===== config.mk =====
export PLATFORM = sky130hd
export DESIGN_NAME = dec_scan
export DESIGN_NICKNAME = d
export VERILOG_FILES = /design/src/rtl/dec_scan.sv
export SDC_FILE = /design/constraint.sdc
export NUM_CORES = 1
export LEC_CHECK = 0
export ABC_AREA = 0
export CAP_MARGIN = 15
export CORE_UTILIZATION = 46
export DETAILED_ROUTE_END_ITERATION = 8
export GPL_TIMING_DRIVEN = 0
export HOLD_SLACK_MARGIN = 0.03
export PLACE_DENSITY = 0.81
export SLEW_MARGIN = 10
export SYNTH_ARGS = -nofsm -noshare
export SYNTH_HDL_FRONTEND = slang
export SYNTH_SLANG_ARGS = --single-unit
export TNS_END_PERCENT = 1

===== constraint.sdc =====
create_clock -name clk -period 2 [get_ports clk]
set_input_delay 0.2 -clock clk [delete_from_list [all_inputs] [get_ports clk]]
set_output_delay 0.2 -clock clk [all_outputs]
set_load 0.01 [all_outputs]

===== src/rtl/dec_scan.sv =====
// Registered one-hot decoder with an auto-scan sequencer.
// Direct mode decodes sel; scan mode steps through every channel, holding each for DWELL cycles.
module dec_scan #(
    parameter int SEL_W = 4,
    parameter int DWELL = 4
) (
    input  logic                   clk,
    input  logic                   rst,
    input  logic                   en,
    input  logic                   mode,
    input  logic [SEL_W-1:0]       sel,
    output logic [(1<<SEL_W)-1:0]  out,
    output logic [SEL_W-1:0]       idx,
    output logic                   valid,
    output logic                   wrap
);

    // state  | meaning
    // IDLE   | blanked (en low or just out of reset), out = 0
    // DIRECT | out decodes sel every cycle
    // SCAN   | out steps through channels, DWELL cycles per channel

    localparam int N  = 1 << SEL_W;
    localparam int CW = (DWELL > 1) ? $clog2(DWELL) : 1;
    localparam logic [CW-1:0] DWELL_TC  = CW'(DWELL - 1);
    localparam logic [N-1:0]  ONE_HOT_0 = N'(1);

    typedef enum logic [1:0] {
        IDLE   = 2'd0,
        DIRECT = 2'd1,
        SCAN   = 2'd2
    } state_t;

    state_t            state_q, state_d;
    logic [SEL_W-1:0]  idx_q, idx_d;
    logic [N-1:0]      out_q, out_d;
    logic              valid_q, valid_d;
    logic              wrap_q, wrap_d;
    // Dwell cycles still to go on the current channel; channel advances when it reaches zero.
    logic [CW-1:0]     dwell_q, dwell_d;

    always_ff @(posedge clk) begin
        if (rst) begin
            state_q <= IDLE;
            idx_q   <= '0;
            out_q   <= '0;
            valid_q <= 1'b0;
            wrap_q  <= 1'b0;
            dwell_q <= DWELL_TC;
        end else begin
            state_q <= state_d;
            idx_q   <= idx_d;
            out_q   <= out_d;
            valid_q <= valid_d;
            wrap_q  <= wrap_d;
            dwell_q <= dwell_d;
        end
    end

    always_comb begin
        state_d = state_q;
        idx_d   = idx_q;
        out_d   = out_q;
        valid_d = valid_q;
        wrap_d  = 1'b0;
        dwell_d = dwell_q;

        if (!en) begin
            state_d = IDLE;
            out_d   = '0;
            valid_d = 1'b0;
            dwell_d = DWELL_TC;
        end else if (!mode || state_q != SCAN) begin
            // Direct decode, or the first cycle of a scan starting at sel.
            state_d = mode ? SCAN : DIRECT;
            idx_d   = sel;
            out_d   = ONE_HOT_0 << sel;
            valid_d = 1'b1;
            dwell_d = DWELL_TC;
        end else if (dwell_q != '0) begin
            dwell_d = dwell_q - 1'b1;
        end else begin
            dwell_d = DWELL_TC;
            idx_d   = idx_q + 1'b1;
            out_d   = ONE_HOT_0 << idx_d;
            wrap_d  = &idx_q;
        end
    end

    assign out   = out_q;
    assign idx   = idx_q;
    assign valid = valid_q;
    assign wrap  = wrap_q;

endmodule


==> results.md <==
Clock network:
- The total number of clock tree sinks is 26.
- The depth of the CTS H-tree is 1.
- The largest buffer count on any clock path is 2.
- The total CTS buffers is 3.
- The CTS tree is built.
- Clock-pin slew was measured on the worst setup and hold paths at 140 ps.
- The number of buffers inserted by hold repair at cts is 0.
- Gates resized during post-CTS repair numbered 0.
- The number of post-CTS setup repair buffers is 0.
- The tree is rooted in a sky130_fd_sc_hd__clkbuf_4.
- For the worst-skew pair, the clock arrives at the later sink with an insertion delay of 310 ps.

Power:
- The switching component of the power is 220 uW.
- Dividing total power by cell area gives a power density of 682 nW/um2.
- Of the total power, combinational logic draws 0.113.
- The leakage power summed over all cells is 0.570 nW.
- The internal portion of the total power is 788 uW.
- The maximum VDD drop is 424 uV.
- The clock power share is 0.352.
- The sequential group share of total power is 0.535.
- The switching share of power is 0.218.

Cells and area:
- The library cell used most frequently in the layout, excluding fill and tap cells, is sky130_fd_sc_hd__clkdlybuf4s50_1.
- The library cells used most frequently in the layout, excluding fill and tap cells, are 29 x sky130_fd_sc_hd__clkdlybuf4s50_1, 26 x sky130_fd_sc_hd__dfxtp_1, 22 x sky130_fd_sc_hd__nand2_1.
- The final design instance area without fill is 1480 um2.
- The count of antenna diodes in the layout is 0.
- The net count of the finished layout is 171.
- From synthesis to final layout, the design area changed by 34.4%.
- The fraction of final layout cells with drive strength greater than 1 is 0.106.

Routing:
- Summing over every cut layer, the via total after detailed routing is 991.
- The number of DRC violations after detailed routing is 0.
- The average wire per standard cell is 12.4 um.
- After detailed routing, the total wire length is 2.34 mm.
- The number of antenna-violating nets in the routed design is 0.
- The detailed router finished its first iteration with 19 violations.
- Dividing the detail-routed via count by the number of cells gives 5.27.
- The count of TritonRoute iterations in the first routing pass is 4.

GRT:
- The number of global-route vias before repair came to 848.
- Entering global routing, the biggest net connects 16 pins.
- The number of antenna violations at the first check in global routing is 0.
- The first global-routing pass estimated 3.80 mm of wire.
- The global router's overall resource usage is 0.198.
- The remaining global-route overflow is 0.

Floorplan:
- For this design the top-level I/O count stands at 30.
- The placeable core area is 2230 um2.
- The initial utilization of the core area, before any placement, comes to 0.492.
- The die covers 2590 um2.
- The width of the die is 50.9 um.
- The die is 50.9 um tall.
- Row generation in the floorplan step produced 17 rows.

Setup path:
- At the worst endpoint, the arrival time is 1870 ps.
- The critical path capture point type is a register.
- The worst endpoint required time is 2220 ps.
- Of all nets on the critical path, the largest fanout is 10.
- The startpoint kind of the worst setup timing path is a register.
- The critical path is of the reg2reg type.

STA:
- Setup violations remaining at the end of the flow were counted as 0.
- The max-slew violation count was 0.
- Based on the critical path, the design can be clocked at up to 0.608 GHz.
- Setup repair after global routing left no endpoint under its margin.
- The setup TNS is 0 ps.
- Of the available clock period, the critical path in the final layout requires 0.823.
- After layout, the minimum clock period comes to 1650 ps.
- The final hold violation count is 0.
- Clock skew on the completed layout was measured at 0.811 ps.
- Measured against its own limit, the worst slew margin works out to 0.699.
- For the pin with the worst max-slew slack, the measured transition is 448 ps.

Logic synthesis:
- After technology mapping, the gate count stands at 127.
- The sequential element share of the synthesized area is 0.473.
- The number of distinct standard cells referenced by the synthesized netlist is 31.
- The Yosys step of the flow raised 0 warnings.
- The post-synthesis net count is 137.
- Averaged over all synthesized cells, the footprint is 8.66 um2.
- The flop and latch count out of synthesis is 26.
- The post-synthesis instance area is 1100 um2.

Hold path:
- The class of the tightest hold or removal check is reg2reg.

Placement:
- Buffers placed on the I/O ports in this run total 29.
- The total half-perimeter wirelength after legalization and detailed placement is 1.76 mm.
- The post-detailed-placement cell area is 1430 um2.
- The weighted congestion at the end of routability-driven global placement is 0.890.

Run status:
- The run finished with clean final reports.

Job:
- The tool flagged a number of max-cap violations equal to 0.
[worst paths after layout]
kind | from | endpoint | slack (ps) | depth (start not counted)
min reg2reg | dwell_q[0] | dwell_q[0] | 400 | 1
min | dwell_q[0] | dwell_q[0] | 400 | 1
max | state_q[0] | out[5] | 350 | 6
max reg2reg | state_q[0] | out[5] | 350 | 6
[flip-flops by register name (all words and copies together), names as in the netlist]
name / count
out: 16
idx: 4
dwell_q: 2
state_q: 2
valid: 1
wrap: 1
[final cells by class]
class                      instances  area, um2
clock buffer                       3       22.5
fill                             199        756
inverter                           2       7.51
timing repair buffer              29        290
buffer                             4       26.3
clock inverter                     1       30.0
sequential                        26        520
multi-input combinational         95        546
tap                               28       35.0
[layer usage]
metal  wire length (um)  up-vias  track usage
met5                  0        -            0
met4                 31        0       0.0833
met3                100        5       0.0238
met2               1150       33        0.324
met1               1060      457        0.265
li1                   -      496            -
[through the flow]
step | cells | hold slack, ps | worst slack (ps) | power, mW | utilization
3_3_place_gp | 184 | 365 | 44.2 | 0.661 | 0.638
6_report | 188 | 399 | 354 | 1.01 | 0.662
2_1_floorplan | 127 | 269 | 520 | 0.612 | -
4_1_cts | 188 | 403 | 348 | 1.02 | 0.662
3_5_place_dp | 184 | 371 | 35.9 | 0.664 | 0.638
5_1_grt | 188 | 428 | 244 | 1.05 | 0.662
[cells by family after synthesis]
group / count (synthesis) / share of synthesized area
xor+xnor: 2 / 0.0159
compound gates: 30 / 0.159
simple gates: 58 / 0.259
mux: 3 / 0.0387
fa+ha+maj: 2 / 0.0227
flops: 26 / 0.473
buf+inv: 6 / 0.0307
[Yosys cell counts, drive strengths merged]
cell type,count,area (um2)
a21oi,4,20.0
a22oi,3,22.5
a31o,2,17.5
a31oi,2,12.5
a32oi,1,8.76
and2,2,15.0
and3,1,11.3
and3b,1,8.76
buf,4,26.3
dfxtp,26,521
ha,2,25.0
inv,2,7.51
mux2i,3,42.5
nand2,24,95.1
nand2b,2,12.5
nand3,1,5.00
nand3b,2,15.0
nor2,18,67.6
nor2b,3,18.8
nor3,2,21.3
nor3b,2,15.0
o21ai,18,93.8
xnor2,1,8.76
xor2,1,8.76
[critical path, cell delays in order, from the launching register on]
cell and delay, ps:
sky130_fd_sc_hd__dfxtp_1 350, sky130_fd_sc_hd__nand3b_1 230, sky130_fd_sc_hd__buf_2 280, sky130_fd_sc_hd__mux2i_1 380, sky130_fd_sc_hd__nor2_1 80, sky130_fd_sc_hd__a22oi_1 170, sky130_fd_sc_hd__nor2_1 70
[power by group through the flow]
stage / clock, mW / sequential [mW] / combinational (mW)
after global placement: 0 / 0.550 / 0.111
after detailed placement: 0 / 0.551 / 0.113
final: 0.354 / 0.540 / 0.114
after CTS: 0.364 / 0.540 / 0.114
after floorplan: 0 / 0.554 / 0.0580
after global routing: 0.389 / 0.542 / 0.123
No activity file was read; power rests on OpenSTA's default activity.
